## config.mk

```make
export PLATFORM = sky130hd
export DESIGN_NAME = bit_serializer_flat
export DESIGN_NICKNAME = d
export VERILOG_FILES = /design/src/rtl/bit_serializer_if.sv /design/src/rtl/bit_serializer.sv /design/src/flat_wrapper.sv
export SDC_FILE = /design/constraint.sdc
export NUM_CORES = 1
export LEC_CHECK = 0
export CAP_MARGIN = 20
export CORE_MARGIN = 3
export CORE_UTILIZATION = 52
export CTS_CLUSTER_DIAMETER = 150
export DETAILED_ROUTE_END_ITERATION = 10
export PLACE_DENSITY = 0.84
export REMOVE_ABC_BUFFERS = 1
export SLEW_MARGIN = 5
export SYNTH_ARGS = -nofsm -noshare
export SYNTH_HDL_FRONTEND = slang
export SYNTH_SLANG_ARGS = --single-unit
```

## constraint.sdc

```tcl
create_clock -name Clk -period 4 [get_ports Clk]
set_clock_uncertainty 0.15 [all_clocks]
set_input_delay 0.8 -clock Clk [delete_from_list [all_inputs] [get_ports Clk]]
set_output_delay 0.8 -clock Clk [all_outputs]
set_load 0.03 [all_outputs]
```

## src/rtl/bit_serializer_if.sv

```systemverilog
// Handshake/stream bundle for bit_serializer.
//   Load_valid/Load_ready/Din : upstream word load handshake
//   Stall                     : downstream hold request
//   X/X_valid/Last            : serial bit stream to the detector
//   Busy/Word_cnt             : status (word in progress, completed words)
// master = upstream/downstream environment, slave = serializer.
interface bit_serializer_if #(
   parameter int WIDTH = 8,
   parameter int CNT_W = 16
);
   logic             Load_valid;
   logic             Load_ready;
   logic [WIDTH-1:0] Din;
   logic             Stall;
   logic             X;
   logic             X_valid;
   logic             Last;
   logic             Busy;
   logic [CNT_W-1:0] Word_cnt;

   modport master (
      output Load_valid, Din, Stall,
      input  Load_ready, X, X_valid, Last, Busy, Word_cnt
   );

   modport slave (
      input  Load_valid, Din, Stall,
      output Load_ready, X, X_valid, Last, Busy, Word_cnt
   );
endinterface

```

## src/rtl/bit_serializer.sv

```systemverilog
// Parallel-to-serial feeder: WIDTH-bit words in, one bit per Clk out.
//   Clk  : rising-edge clock
//   Clr  : asynchronous active-high clear
//   bus  : slave side of bit_serializer_if (load handshake, Stall,
//          X/X_valid/Last stream, Busy, Word_cnt)
// A word occupies WIDTH unstalled cycles; a new word may be loaded on the
// edge that retires the last bit, so words stream with no gap.
module bit_serializer #(
   parameter int WIDTH     = 8,
   parameter bit LSB_FIRST = 1'b0,
   parameter int CNT_W     = 16
) (
   input  logic              Clk,
   input  logic              Clr,
   bit_serializer_if.slave   bus
);
   localparam int             IDX_W    = $clog2(WIDTH);
   localparam logic [IDX_W-1:0] LAST_IDX = IDX_W'(WIDTH-1);

   typedef enum logic {IDLE = 1'b0, SHIFT = 1'b1} state_t;

   state_t           state_q, state_d;
   logic [WIDTH-1:0] sreg_q, sreg_d;
   logic [IDX_W-1:0] idx_q, idx_d;
   logic [CNT_W-1:0] cnt_q, cnt_d;

   logic busy, at_last, x_valid, ready, load, cur_bit;

   assign busy    = (state_q == SHIFT);
   assign at_last = (idx_q == LAST_IDX);
   assign x_valid = busy && !bus.Stall;
   // Ready in IDLE, or on an unstalled last bit so the next word follows gaplessly
   assign ready   = !busy || (at_last && !bus.Stall);
   assign load    = bus.Load_valid && ready;

   // The register physically shifts, so the current bit is always at one end
   assign cur_bit = LSB_FIRST ? sreg_q[0] : sreg_q[WIDTH-1];

   assign bus.Load_ready = ready;
   assign bus.X_valid    = x_valid;
   assign bus.X          = x_valid & cur_bit;
   assign bus.Last       = x_valid & at_last;
   assign bus.Busy       = busy;
   assign bus.Word_cnt   = cnt_q;

   always_comb begin
      state_d = state_q;
      sreg_d  = sreg_q;
      idx_d   = idx_q;
      cnt_d   = cnt_q;
      if (x_valid) begin
         if (at_last) begin
            cnt_d   = cnt_q + 1'b1;
            state_d = IDLE;
         end else begin
            idx_d  = idx_q + 1'b1;
            sreg_d = LSB_FIRST ? (sreg_q >> 1) : (sreg_q << 1);
         end
      end
      // A load overrides the retire-to-IDLE of the previous word
      if (load) begin
         state_d = SHIFT;
         sreg_d  = bus.Din;
         idx_d   = '0;
      end
   end

   always_ff @(posedge Clk or posedge Clr) begin
      if (Clr) begin
         state_q <= IDLE;
         sreg_q  <= '0;
         idx_q   <= '0;
         cnt_q   <= '0;
      end else begin
         state_q <= state_d;
         sreg_q  <= sreg_d;
         idx_q   <= idx_d;
         cnt_q   <= cnt_d;
      end
   end
endmodule

```

## src/flat_wrapper.sv

```systemverilog
// flat-port wrapper written by rule: the top's interface ports become plain ports
module bit_serializer_flat 
#(
   parameter int WIDTH     = 8,
   parameter bit LSB_FIRST = 1'b0,
   parameter int CNT_W     = 16
)
  (Clk, Clr, bus_Load_valid, bus_Din, bus_Stall, bus_Load_ready, bus_X, bus_X_valid, bus_Last, bus_Busy, bus_Word_cnt);
  bit_serializer_if #(.WIDTH(WIDTH), .CNT_W(CNT_W)) bus_i ();
  input  logic Clk;
  input  logic Clr;
  input wire logic [$bits(bus_i.Load_valid)-1:0] bus_Load_valid;
  input wire logic [$bits(bus_i.Din)-1:0] bus_Din;
  input wire logic [$bits(bus_i.Stall)-1:0] bus_Stall;
  output wire logic [$bits(bus_i.Load_ready)-1:0] bus_Load_ready;
  output wire logic [$bits(bus_i.X)-1:0] bus_X;
  output wire logic [$bits(bus_i.X_valid)-1:0] bus_X_valid;
  output wire logic [$bits(bus_i.Last)-1:0] bus_Last;
  output wire logic [$bits(bus_i.Busy)-1:0] bus_Busy;
  output wire logic [$bits(bus_i.Word_cnt)-1:0] bus_Word_cnt;
  assign bus_i.Load_valid = bus_Load_valid;
  assign bus_i.Din = bus_Din;
  assign bus_i.Stall = bus_Stall;
  assign bus_Load_ready = bus_i.Load_ready;
  assign bus_X = bus_i.X;
  assign bus_X_valid = bus_i.X_valid;
  assign bus_Last = bus_i.Last;
  assign bus_Busy = bus_i.Busy;
  assign bus_Word_cnt = bus_i.Word_cnt;
  bit_serializer #(.WIDTH(WIDTH), .LSB_FIRST(LSB_FIRST), .CNT_W(CNT_W)) u_core (.Clk(Clk), .Clr(Clr), .bus(bus_i));
endmodule
```

* After elaboration in Yosys (flattened, before gate mapping)
Index checks and enable logic that the tools add are counted.
** Storage, ports and cells
- Output and inout port bits :: 21
- Logic and storage cells :: 30
- Input port bits :: 12
- Register bits after elaboration :: 28
** Cells by class
- Eq/ne operators :: 2
- Reductions and logical operators :: 11
- Bitwise operators :: 2
- $add $sub $neg :: 2
- Mux-type cells :: 9
** Operator list (count)
- 8-bit 2-to-1 mux :: 3
- 16-bit by 1-bit adder with 16-bit output, second input constant :: 1
- 3-bit 2-to-1 mux :: 3
- 2-bit AND reduction :: 3
- 2-bit nonzero test :: 2
- 3-bit by 1-bit adder with 3-bit output, second input constant :: 1
- 3-bit equality test, second input constant :: 1
- 1-bit logical AND :: 3
- 1-bit 2-to-1 mux :: 3
- 1-bit bitwise AND :: 2
- 1-bit logical NOT :: 2
- 2-bit inequality test, second input constant :: 1
- 1-bit logical OR :: 1

* Logic depth before layout (Yosys ltp)
- Depth in word-level cells :: 6
- Depth in mapped cells :: 8
- Mapped depth without buffers :: 6

* Worst setup path before layout
Ideal clock, no wire load.
- Path type :: input-to-output
- Start point :: input bus_Stall
- End point :: output bus_X
- Arrival :: 1801 ps
- Slack :: 1249 ps
- Cell stages on the path :: 3
- Data required time :: 3050 ps
- Cell sequence :: buf_2 nor2b_1 and2_1
** On the way
- Cells in the longest elaborated chain, start to end :: 3
** RTL lines
- start: declaration :: RTL line flat_wrapper.sv:14 : input wire logic [$bits(bus_i.Stall)-1:0] bus_Stall;
- 1-bit logical NOT :: RTL line bit_serializer.sv:31 : assign x_valid = busy && !bus.Stall;
- 1-bit logical AND :: RTL line bit_serializer.sv:31
- named net bus_X_valid :: RTL line flat_wrapper.sv:17 : output wire logic [$bits(bus_i.X_valid)-1:0] bus_X_valid;
- 1-bit bitwise AND :: RTL line bit_serializer.sv:41 : assign bus.X = x_valid & cur_bit;
- end: declaration :: RTL line flat_wrapper.sv:16 : output wire logic [$bits(bus_i.X)-1:0] bus_X;
The timed path passes the listed nets, and every way through them passes these cells.

* Final worst setup path
- Start point :: input bus_Stall
- End point :: output bus_Last
** On the way
- Cells in the longest elaborated chain, start to end :: 3
** RTL lines
- 1-bit logical NOT :: RTL line bit_serializer.sv:31
- 1-bit logical AND :: RTL line bit_serializer.sv:31
- 1-bit bitwise AND :: RTL line bit_serializer.sv:42 : assign bus.Last = x_valid & at_last;
- end: declaration :: RTL line flat_wrapper.sv:18 : output wire logic [$bits(bus_i.Last)-1:0] bus_Last;
No other way between the ends.

==> reports/qor.yml <==
first_pass_grt_wire_length_mm: 4.588
multi_input_area_um2: 606.8
synth_cell_types: 28
fin_ws_ns: 0.6110
critPathRequiredTime_ns: 3.05
grt_setup_unrepaired: "false"
synth.yosys.seq_area_share_pct: 52.14
critPathArrivalTime_ns: 2.44
die_y_um: 56.84
postCtsSetupBuffers: 0
post-route-drc-count: 0
critical_path.reg2reg.endpoint: "u_core.bus.Word_cnt[6]$_DFFE_PP0P_"
crit_path_end: "bus_Last"
ir_drop_uv: 333.0
fin_nets: 168
powerDensity_nw_per_um2: 453.0
detailroute.via_count: 998
dp.cells: 175
n_antenna_cell: 0
final_hold_vio_count: 0
post_route_non_filler_standard_cell_count: 180
cts_hold_buf: 0
startpoint_type: "input pin"
finalMaxSlewViolations: 0
cp_max_fo: 10
clkLatencyLatePin_ns: 0.32
synth_warnings: 0
dpl_worst_slack_ns: 0.6201
finalSetupViolations: 0
route.final.wire_length_mm: 2.668
hold_path.class: "reg2reg"
syn_to_final_growth_pct: 30.26
cts_tree: "built"
fmax_ghz: 0.2951
drt_first_iter_violations: 19
final_util_pct: 74.81
regToRegSetupSlack_ns: 1.93
place_hpwl_mm: 1.976
ioPinCount: 33
synthDominantCellAreaShare_pct: 52.14
path_class: "in2out"
die-area_um2: 3230
ctsRootBufferMaster: "sky130_fd_sc_hd__clkbuf_4"
critPathCaptureType: "output pin"
gpl.final_weighted_congestion: 0.7332
grt_max_degree: 29
status: "finished clean"
cts-resized-gates: 0
row_count: 17
number_of_antenna_violations_at_the_first_check_in_global_routing: 0
area.sequential_um2: 700.7
cell_taking_the_most_area_after_synthesis: "sky130_fd_sc_hd__dfrtp_1"
synth_area_leaders: "sky130_fd_sc_hd__dfrtp_1 (52%), sky130_fd_sc_hd__xnor2_1 (7.2%), sky130_fd_sc_hd__mux2i_1 (4.5%)"
r2r.worst_path.cells: 6
worst_slew_margin_rel_pct: 47.52
startpoint: "bus_Stall"
htree_levels: 1
minimum_clock_period_after_layout_ns: 3.389
cellLeakagePower_nw: 0.7960
die_w_um: 56.84
global_route.usage.total_pct: 18.24
r2r_start: "u_core.idx_q[0]$_DFFE_PP0P_"
port_buffers: 32
cts_buffers: 3
drtPass1Iterations: 4
fillCellCount: 191
grt_overflow_total: 0
initial_core_util_pct: 57.43
postRouteAntennaNets: 0
first_global_vias: 996
share_of_final_layout_standard_cells_stronger_than_drive_strength_1_pct: 7.237
cap_viol_max_count: 0
postSynthAreaPerCell_um2: 11.20
clk_pin_slew_worst_paths_ns: 0.15
mappedNetlistArea_um2: 1344
postSynthCellCount: 120
wl_cell_um: 14.82
design_area_um2: 1750
final.setup.tns_ns: 0
cts.sink_count: 28
dpl_cell_area_um2: 1670
clk_path_buf_depth: 2
synth.ff_latch_count: 28
core_region_area_um2: 2340
timing_worst_slew_pin_value_ns: 0.7819
period_share_pct: 84.72
number_of_vias_per_cell_after_detailed_routing: 5.544
## critical path: stages
cell and delay, ns:
sky130_fd_sc_hd__clkdlybuf4s50_1 0.55, sky130_fd_sc_hd__and3b_1 0.38, sky130_fd_sc_hd__clkdlybuf4s50_1 0.71
## cell type report
cell class,instances,share of cell area [%]
Clock buffer,3,1.287
Tap cell,28,2.001
Inverter,2,0.4289
Clock inverter,1,1.716
Sequential cell,28,40.03
Multi-Input combinational cell,85,34.67
Timing Repair Buffer,33,19.87
## flip-flops by register name (all words and copies together), names as in the netlist
name,cells
u_core.bus.Word_cnt,16
u_core.sreg_q,8
u_core.bus.Busy,1
u_core.idx_q,3
## how the worst min path moves through the flow
stage               slack, ns  depth (start not counted)                                 from                                   to
global route             0.36                          1  u_core.bus.Word_cnt[15]$_DFFE_PP0P_  u_core.bus.Word_cnt[15]$_DFFE_PP0P_
global placement         0.31                          1  u_core.bus.Word_cnt[15]$_DFFE_PP0P_  u_core.bus.Word_cnt[15]$_DFFE_PP0P_
CTS                      0.35                          1  u_core.bus.Word_cnt[15]$_DFFE_PP0P_  u_core.bus.Word_cnt[15]$_DFFE_PP0P_
floorplan                0.30                          2         u_core.sreg_q[1]$_DFFE_PP0P_         u_core.sreg_q[1]$_DFFE_PP0P_
detailed placement       0.32                          2         u_core.sreg_q[1]$_DFFE_PP0P_         u_core.sreg_q[1]$_DFFE_PP0P_
finish                   0.34                          1  u_core.bus.Word_cnt[15]$_DFFE_PP0P_  u_core.bus.Word_cnt[15]$_DFFE_PP0P_
## cell families (layout without fill, tap and decap cells)
kind of cell | count (synthesis) | count (layout) | share of synthesized area, %
compound gates | 17 | 17 | 9.031
xor+xnor | 15 | 15 | 9.776
fa+ha+maj | 3 | 3 | 2.794
buf+inv | 7 | 39 | 2.700
flops | 28 | 28 | 52.14
mux | 8 | 8 | 6.145
simple gates | 42 | 42 | 17.41
## where the power goes
part | switching, mW | internal, mW
combinational | 0.119 | 0.113
sequential | 0.0458 | 0.334
clock | 0.0802 | 0.101
total | 0.245 | 0.548
## cells in the mapped netlist
| library cell | count |
|---|---|
| sky130_fd_sc_hd__a21boi_4 | 1 |
| sky130_fd_sc_hd__nor4_4 | 1 |
| sky130_fd_sc_hd__nand4_1 | 4 |
| sky130_fd_sc_hd__dfrtp_1 | 28 |
| sky130_fd_sc_hd__nor2_1 | 5 |
| sky130_fd_sc_hd__buf_2 | 2 |
| sky130_fd_sc_hd__nand3_1 | 5 |
| sky130_fd_sc_hd__o21ai_1 | 3 |
| sky130_fd_sc_hd__xor2_1 | 4 |
| sky130_fd_sc_hd__a21oi_1 | 2 |
| sky130_fd_sc_hd__nand4b_2 | 1 |
| sky130_fd_sc_hd__ha_1 | 3 |
| sky130_fd_sc_hd__buf_4 | 2 |
| sky130_fd_sc_hd__inv_1 | 2 |
| sky130_fd_sc_hd__nand2b_1 | 2 |
| sky130_fd_sc_hd__and2_1 | 2 |
| sky130_fd_sc_hd__xnor2_1 | 11 |
| sky130_fd_sc_hd__and3_1 | 2 |
| sky130_fd_sc_hd__o21ai_0 | 5 |
| sky130_fd_sc_hd__nand2_1 | 15 |
| sky130_fd_sc_hd__a22o_1 | 6 |
| sky130_fd_sc_hd__nor2b_1 | 2 |
| sky130_fd_sc_hd__or2_2 | 1 |
| sky130_fd_sc_hd__clkbuf_1 | 1 |
| sky130_fd_sc_hd__and3b_1 | 1 |
| sky130_fd_sc_hd__mux2_2 | 2 |
| sky130_fd_sc_hd__mux2i_1 | 6 |
| sky130_fd_sc_hd__nand3b_1 | 1 |
## layer usage
metal  wire [um]  up-vias  global-route usage, %
met5           0        -                      0
met4          34        0                  6.954
met3         124        4                  2.759
met2        1364       26                  31.52
met1        1144      490                  22.81
li1            -      478                      -
## through the flow
stage,power (mW),hold WS [ns]
2_1_floorplan,0.5256,0.2992
3_3_place_gp,0.5982,0.3118
3_5_place_dp,0.6153,0.3220
4_1_cts,0.7987,0.3486
5_1_grt,0.8477,0.3649
6_report,0.7930,0.3392
## cell usage in the layout (no fill, tap or decap)
master / count
sky130_fd_sc_hd__nor4_4: 1
sky130_fd_sc_hd__nor2b_1: 2
sky130_fd_sc_hd__nand2_1: 15
sky130_fd_sc_hd__nand4b_2: 1
sky130_fd_sc_hd__ha_1: 3
sky130_fd_sc_hd__and3b_1: 1
sky130_fd_sc_hd__o21ai_0: 5
sky130_fd_sc_hd__xor2_1: 4
sky130_fd_sc_hd__o21ai_1: 3
sky130_fd_sc_hd__nand3_1: 5
sky130_fd_sc_hd__nor2_1: 5
sky130_fd_sc_hd__buf_16: 1
sky130_fd_sc_hd__nand3b_1: 1
sky130_fd_sc_hd__inv_1: 2
sky130_fd_sc_hd__clkdlybuf4s50_1: 32
sky130_fd_sc_hd__clkbuf_4: 3
sky130_fd_sc_hd__mux2i_1: 6
sky130_fd_sc_hd__dfrtp_1: 28
sky130_fd_sc_hd__a22o_1: 6
sky130_fd_sc_hd__or2_2: 1
sky130_fd_sc_hd__nand2b_1: 2
sky130_fd_sc_hd__a21oi_1: 2
sky130_fd_sc_hd__and2_1: 2
sky130_fd_sc_hd__mux2_2: 2
sky130_fd_sc_hd__nand4_1: 4
sky130_fd_sc_hd__xnor2_1: 11
sky130_fd_sc_hd__bufinv_16: 1
sky130_fd_sc_hd__and3_1: 2
sky130_fd_sc_hd__a21boi_4: 1
Note: power is estimated with default switching activity, not from simulation.
